--- config.mk ---
export PLATFORM = sky130hd
export DESIGN_NAME = move_ctrl_flat
export DESIGN_NICKNAME = d
export VERILOG_FILES = /design/src/rtl/move_ctrl_if.sv /design/src/rtl/move_ctrl.sv /design/src/flat_wrapper.sv
export SDC_FILE = /design/constraint.sdc
export NUM_CORES = 1
export LEC_CHECK = 0
export CORE_UTILIZATION = 45
export DETAILED_ROUTE_END_ITERATION = 10
export SYNTH_ARGS = -nofsm -noshare
export SYNTH_HDL_FRONTEND = slang
export SYNTH_SLANG_ARGS = --single-unit
--- constraint.sdc ---
create_clock -name clock -period 5.3 [get_ports clock]
set_input_delay 1.06 -clock clock [delete_from_list [all_inputs] [get_ports clock]]
set_output_delay 1.06 -clock clock [all_outputs]
set_load 0.05 [all_outputs]
--- src/rtl/move_ctrl_if.sv ---
// Button/playfield side bundle of move_ctrl: raw buttons and playfield levels in,
// move strobes and piece code out.
interface move_ctrl_if;
  logic       btnLeft;
  logic       btnRight;
  logic       btnDown;
  logic       btnRotate;
  logic       nextBlockTrue;
  logic       gameOver;
  logic       leftTrue;
  logic       rightTrue;
  logic       downTrue;
  logic       rotateTrue;
  logic [2:0] blockType;

  modport master (
    output btnLeft, btnRight, btnDown, btnRotate, nextBlockTrue, gameOver,
    input  leftTrue, rightTrue, downTrue, rotateTrue, blockType
  );

  modport slave (
    input  btnLeft, btnRight, btnDown, btnRotate, nextBlockTrue, gameOver,
    output leftTrue, rightTrue, downTrue, rotateTrue, blockType
  );
endinterface

--- src/rtl/move_ctrl.sv ---
// Button debounce, auto-repeat, gravity and priority arbitration into one-hot move
// strobes, plus LFSR-based piece selection for the playfield.
module move_ctrl #(
  parameter int DEBOUNCE_CYCLES = 500000,
  parameter int REPEAT_DELAY    = 12500000,
  parameter int REPEAT_RATE     = 5000000,
  parameter int GRAVITY_CYCLES  = 25000000
) (
  input logic       clock,
  input logic       resetn,
  move_ctrl_if.slave bus
);

  localparam logic [24:0] DEB_LAST  = 25'(DEBOUNCE_CYCLES - 1);
  localparam logic [24:0] DELAY_CNT = 25'(REPEAT_DELAY);
  localparam logic [24:0] RATE_CNT  = 25'(REPEAT_RATE);
  localparam logic [24:0] GRAV_LAST = 25'(GRAVITY_CYCLES - 1);

  // Bit order is ascending priority: 0 down, 1 right, 2 left, 3 rotate.
  logic [3:0]  btn_raw;
  logic [3:0]  stable;
  logic [3:0]  press;
  logic [2:0]  repeat_hit;
  logic [3:0]  req_set;
  logic [3:0]  grant;
  logic        grav_hit;
  logic [3:0]  pending_reg;
  logic [3:0]  strobe_reg;
  logic [24:0] grav_reg;
  logic [15:0] lfsr_reg;
  logic [2:0]  block_reg;

  assign btn_raw = {bus.btnRotate, bus.btnLeft, bus.btnRight, bus.btnDown};

  genvar gi;
  generate
    for (gi = 0; gi < 4; gi++) begin : g_btn
      logic        s1_reg;
      logic        s2_reg;
      logic        stable_bit_reg;
      logic        prev_bit_reg;
      logic [24:0] deb_reg;

      always_ff @(posedge clock or negedge resetn) begin
        if (!resetn) begin
          s1_reg         <= 1'b0;
          s2_reg         <= 1'b0;
          stable_bit_reg <= 1'b0;
          prev_bit_reg   <= 1'b0;
          deb_reg        <= '0;
        end else begin
          s1_reg       <= btn_raw[gi];
          s2_reg       <= s1_reg;
          prev_bit_reg <= stable_bit_reg;
          if (s2_reg == stable_bit_reg) begin
            deb_reg <= '0;
          end else if (deb_reg == DEB_LAST) begin
            stable_bit_reg <= s2_reg;
            deb_reg        <= '0;
          end else begin
            deb_reg <= deb_reg + 25'd1;
          end
        end
      end

      assign stable[gi] = stable_bit_reg;
      assign press[gi]  = stable_bit_reg & ~prev_bit_reg;
    end

    // Rotate has no hold counter; it never repeats.
    for (gi = 0; gi < 3; gi++) begin : g_rep
      logic [24:0] hold_reg;
      logic        rep_reg;

      assign repeat_hit[gi] = stable[gi] && !press[gi] && !bus.gameOver &&
                              (hold_reg == (rep_reg ? RATE_CNT : DELAY_CNT));

      always_ff @(posedge clock or negedge resetn) begin
        if (!resetn) begin
          hold_reg <= '0;
          rep_reg  <= 1'b0;
        end else if (!stable[gi] || bus.gameOver) begin
          hold_reg <= '0;
          rep_reg  <= 1'b0;
        end else if (press[gi]) begin
          hold_reg <= 25'd1;
          rep_reg  <= 1'b0;
        end else if (repeat_hit[gi]) begin
          hold_reg <= 25'd1;
          rep_reg  <= 1'b1;
        end else begin
          hold_reg <= hold_reg + 25'd1;
        end
      end
    end
  endgenerate

  always_comb begin
    grant = 4'b0000;
    if (pending_reg[3])      grant = 4'b1000;
    else if (pending_reg[2]) grant = 4'b0100;
    else if (pending_reg[1]) grant = 4'b0010;
    else if (pending_reg[0]) grant = 4'b0001;
  end

  // A down strobe being issued restarts the period, so a coincident wrap is dropped.
  assign grav_hit = (grav_reg == GRAV_LAST) && !bus.gameOver &&
                    !bus.nextBlockTrue && !grant[0];
  assign req_set  = press | {1'b0, repeat_hit} | {3'b000, grav_hit};

  always_ff @(posedge clock or negedge resetn) begin
    if (!resetn) begin
      pending_reg <= '0;
      strobe_reg  <= '0;
      grav_reg    <= '0;
    end else if (bus.gameOver) begin
      pending_reg <= '0;
      strobe_reg  <= '0;
      grav_reg    <= '0;
    end else begin
      pending_reg <= (pending_reg & ~grant) | req_set;
      strobe_reg  <= grant;
      // The strobe cycle itself is count 0 of the new period, hence the load of 1.
      if (bus.nextBlockTrue)  grav_reg <= '0;
      else if (grant[0])      grav_reg <= 25'd1;
      else if (grav_hit)      grav_reg <= '0;
      else                    grav_reg <= grav_reg + 25'd1;
    end
  end

  always_ff @(posedge clock or negedge resetn) begin
    if (!resetn) begin
      lfsr_reg  <= 16'hACE1;
      block_reg <= 3'd0;
    end else begin
      lfsr_reg <= {lfsr_reg[0] ^ lfsr_reg[2] ^ lfsr_reg[3] ^ lfsr_reg[5], lfsr_reg[15:1]};
      if (bus.nextBlockTrue) begin
        if (lfsr_reg[2:0] != 3'd7)      block_reg <= lfsr_reg[2:0];
        else if (lfsr_reg[5:3] != 3'd7) block_reg <= lfsr_reg[5:3];
        else                            block_reg <= 3'd0;
      end
    end
  end

  assign bus.rotateTrue = strobe_reg[3];
  assign bus.leftTrue   = strobe_reg[2];
  assign bus.rightTrue  = strobe_reg[1];
  assign bus.downTrue   = strobe_reg[0];
  assign bus.blockType  = block_reg;

endmodule

--- src/flat_wrapper.sv ---
// flat-port wrapper written by rule: the top's interface ports become plain ports
module move_ctrl_flat 
#(
  parameter int DEBOUNCE_CYCLES = 500000,
  parameter int REPEAT_DELAY    = 12500000,
  parameter int REPEAT_RATE     = 5000000,
  parameter int GRAVITY_CYCLES  = 25000000
)
  (clock, resetn, bus_btnLeft, bus_btnRight, bus_btnDown, bus_btnRotate, bus_nextBlockTrue, bus_gameOver, bus_leftTrue, bus_rightTrue, bus_downTrue, bus_rotateTrue, bus_blockType);
  move_ctrl_if bus_i ();
  input logic clock;
  input logic resetn;
  input wire logic [$bits(bus_i.btnLeft)-1:0] bus_btnLeft;
  input wire logic [$bits(bus_i.btnRight)-1:0] bus_btnRight;
  input wire logic [$bits(bus_i.btnDown)-1:0] bus_btnDown;
  input wire logic [$bits(bus_i.btnRotate)-1:0] bus_btnRotate;
  input wire logic [$bits(bus_i.nextBlockTrue)-1:0] bus_nextBlockTrue;
  input wire logic [$bits(bus_i.gameOver)-1:0] bus_gameOver;
  output wire logic [$bits(bus_i.leftTrue)-1:0] bus_leftTrue;
  output wire logic [$bits(bus_i.rightTrue)-1:0] bus_rightTrue;
  output wire logic [$bits(bus_i.downTrue)-1:0] bus_downTrue;
  output wire logic [$bits(bus_i.rotateTrue)-1:0] bus_rotateTrue;
  output wire logic [$bits(bus_i.blockType)-1:0] bus_blockType;
  assign bus_i.btnLeft = bus_btnLeft;
  assign bus_i.btnRight = bus_btnRight;
  assign bus_i.btnDown = bus_btnDown;
  assign bus_i.btnRotate = bus_btnRotate;
  assign bus_i.nextBlockTrue = bus_nextBlockTrue;
  assign bus_i.gameOver = bus_gameOver;
  assign bus_leftTrue = bus_i.leftTrue;
  assign bus_rightTrue = bus_i.rightTrue;
  assign bus_downTrue = bus_i.downTrue;
  assign bus_rotateTrue = bus_i.rotateTrue;
  assign bus_blockType = bus_i.blockType;
  move_ctrl #(.DEBOUNCE_CYCLES(DEBOUNCE_CYCLES), .REPEAT_DELAY(REPEAT_DELAY), .REPEAT_RATE(REPEAT_RATE), .GRAVITY_CYCLES(GRAVITY_CYCLES)) u_core (.clock(clock), .resetn(resetn), .bus(bus_i));
endmodule
==> reports/metrics.csv <==
stage;metric;value;unit
outcome;status;complete, no violations;
final_layout;area_delta_synth_final;13.9;%
timing;period_share;0.542;
detailed_routing;drc_errors;0;
synth;synthArstFlopShare;1.00;
detailed_routing;post_drt_wl_per_cell;13.9;um
synth;synth_top_area_frac;0.513;
synth;ys_top_cells_by_count;dfrtp_1, nor2_1, xnor2_1, xor2_1, nand2_1;
clock_network;cts-htree-levels;1;
synth;avgSynthCellArea;9.95;sq um
job;maxCapViolations;0;
detailed_routing;ant_nets;0;
place;post-dp-hpwl;13.5;mm
critical_path;crit_slowest_cell;nand3b_1;
critical_path;crit_top_cell;or4b_1;
global_route;grt_overflow;0;
final_layout;nNetsFinal;1204;
timing;fin_setup_tns;0;ns
synth;netlist_area;11600;sq um
final_layout;final_util;0.524;
clock_network;cts_tree;done;
detailed_routing;wl;21.4;mm
critical_path;cp-end-kind;register;
synth;ys_seq_area_frac;0.531;
clock_network;root_buffer;clkbuf_16;
synth;synth_fa_ha_area_frac;0.0118;
synth;synth_compound_area_frac;0.0145;
final_layout;largest_register_ffs;100;
critical_path;regToRegStartpoint;u_core.g_rep[2].hold_reg[10]$_DFF_PN0_;
floorplan;dieArea;26500;sq um
synth;yosys.area_share.simple;0.270;
synth;ys_warn_count;0;
floorplan;row_count;58;
detailed_routing;viasPerCell;5.27;
floorplan;core;25300;sq um
global_route;globalRouteTotalUtil;0.172;
synth;synthMuxAreaShare;0.00388;
synth;synth_edf_count;0;
detailed_routing;firstDrtPassIters;4;
clock_network;cts.clk_slew.worst_paths;0.06;ns
timing;skew;0.00852;ns
critical_path;start_kind;register;
clock_network;ctsHoldBuffers;0;
place;io_buffer_count;14;
critical_path;worstSetupPathType;reg -> reg;
final_layout;antenna_cells;0;
timing;clock.fmax;0.348;GHz
floorplan;ios;15;
detailed_routing;drtIter0Drc;574;
critical_path;cp_max_fo;24;
critical_path;crit_path_start;u_core.g_rep[2].hold_reg[10]$_DFF_PN0_;
worst_hold_path;min-delay-path-class;reg -> reg;
synth;synth_cells;1167;
final_layout;drive_gt1_frac;0.0663;
critical_path;crit_path_max_incr_delay;0.73;ns
clock_network;clk_latency;0.53;ns
timing;whs;0.355;ns
clock_network;post_cts_buffers;0;
timing;rsz0062_at_grt;no;
clock_network;cts_buffers;28;
global_route;antenna_found_initial;0;
timing;hold_viol_final;0;
critical_path;crit_arrival;3.24;ns
global_route;grt_pass1_vias;8014;
synth;synth-xor-area-share;0.145;
timing;drv_slew;0;
pwr;total_power;4.30;mW
floorplan;fp.dieW;163;um
timing;setup_viol;0;
detailed_routing;via_count;8097;
synth;synth_top_family_by_area;simple AND/OR/NAND/NOR gates;
critical_path;cp_top_family;simple AND/OR/NAND/NOR gates;
worst_hold_path;min_from;u_core.g_btn[1].s1_reg$_DFF_PN0_;
clock_network;post_cts_resized;0;
synth;synth_area_leaders;dfrtp_1, nor2_1, xnor2_1;
global_route;grt_max_degree;117;
floorplan;start_util;0.460;
clock_network;clockBufferDepth;3;
critical_path;crit_required;5.67;ns
synth;ys_types;48;
critical_path;cp_cell_sequence;or4b_1, or4b_1, a221oi_2, nand3b_1, nor2_1;
place;globalplace.congestion;0.764;
pwr;p_leak;5.32;nW
clock_network;cts_sinks;246;
floorplan;chipHeight;163;um
critical_path;path_buf_inv;0;
timing;fin_crit;2.87;ns
pwr;irDropWorstVdd;0.235;mV
synth;syn-num-nets;1186;
timing;worstMarginPinSlew;0.942;ns
pwr;powerDensity;325;nW/um^2
synth;ys_ff_latch;246;
synth;synth_top_area_cell;dfrtp_1;
synth;synth_ff_type;dfrtp_1;
timing;max_slew_margin;0.372;
global_route;grt_pass1_wl;38.4;mm
-- cells by family (layout without fill, tap and decap cells) --
| kind of cell | Yosys count | count (layout) |
|---|---|---|
| AOI/OAI and AO/OA | 22 | 22 |
| xor gates and xnor gates | 192 | 192 |
| adders and majority gates | 11 | 11 |
| buffers and inverters | 70 | 110 |
| DFF | 246 | 246 |
| muxes | 4 | 4 |
| and+or+nand+nor | 622 | 622 |
-- cells in the final DEF, fill, tap and decap left out, types with 6 or more instances in the layout --
| master | instances |
|---|---|
| nor2_1 | 238 |
| nor3_1 | 36 |
| nor4b_1 | 15 |
| inv_1 | 39 |
| dfstp_2 | 8 |
| clkbuf_16 | 29 |
| clkdlybuf4s50_1 | 13 |
| or2_2 | 6 |
| xnor2_1 | 96 |
| nand2_1 | 78 |
| and4_1 | 22 |
| nand4_1 | 52 |
| and2_1 | 7 |
| nor4_1 | 30 |
| dfrtp_1 | 238 |
| and3_1 | 18 |
| nand3_1 | 74 |
| ha_1 | 11 |
| xor2_1 | 96 |
| nor2b_1 | 9 |
| bufinv_16 | 10 |
-- per-layer routing --
metal / vias up / GRT usage / share of wire
met3: 26 / 0.0252 / 0.033
met2: 94 / 0.275 / 0.44
met1: 3974 / 0.247 / 0.51
li1: 4003 / - / -
met4: 0 / 0.0399 / 0.015
met5: - / 0 / 0
-- final cells by class --
cell class	instances	area [sq um]
inverter	39	146
multi-input combinational	851	5160
fill	2248	12000
tap	330	413
clock inverter	17	344
sequential	246	6170
timing repair buffer	19	195
clock buffer	35	798
-- power by group --
part           switching [mW]  total (mW)  internal (mW)
combinational          0.0615      0.0795         0.0180
clock                   0.769        2.32           1.55
sequential             0.0100        1.90           1.89
total                   0.840        4.30           3.46
-- worst paths after layout --
kind	end	slack, ns	cells after the start
worst max-delay path	u_core.g_rep[2].hold_reg[2]$_DFF_PN0_	2.43	5
min in group asynchronous	u_core.lfsr_reg[8]$_DFF_PN0_	0.50	1
worst min-delay path	u_core.g_btn[1].s2_reg$_DFF_PN0_	0.35	0
worst min register to register	u_core.g_btn[1].s2_reg$_DFF_PN0_	0.35	0
worst max register to register	u_core.g_rep[2].hold_reg[2]$_DFF_PN0_	2.43	5
max in group asynchronous	u_core.g_btn[2].deb_reg[15]$_DFF_PN0_	3.68	2
-- per-stage QoR --
stage	cells	setup WS [ns]	instance area (sq um)
4_1_cts	1537	2.38	13200
2_1_floorplan	1167	2.94	11600
3_5_place_dp	1485	2.12	12100
5_1_grt	1537	2.17	13200
6_report	1537	2.43	13200
3_3_place_gp	1485	2.17	12100
No activity file was read; power rests on OpenSTA's default activity.
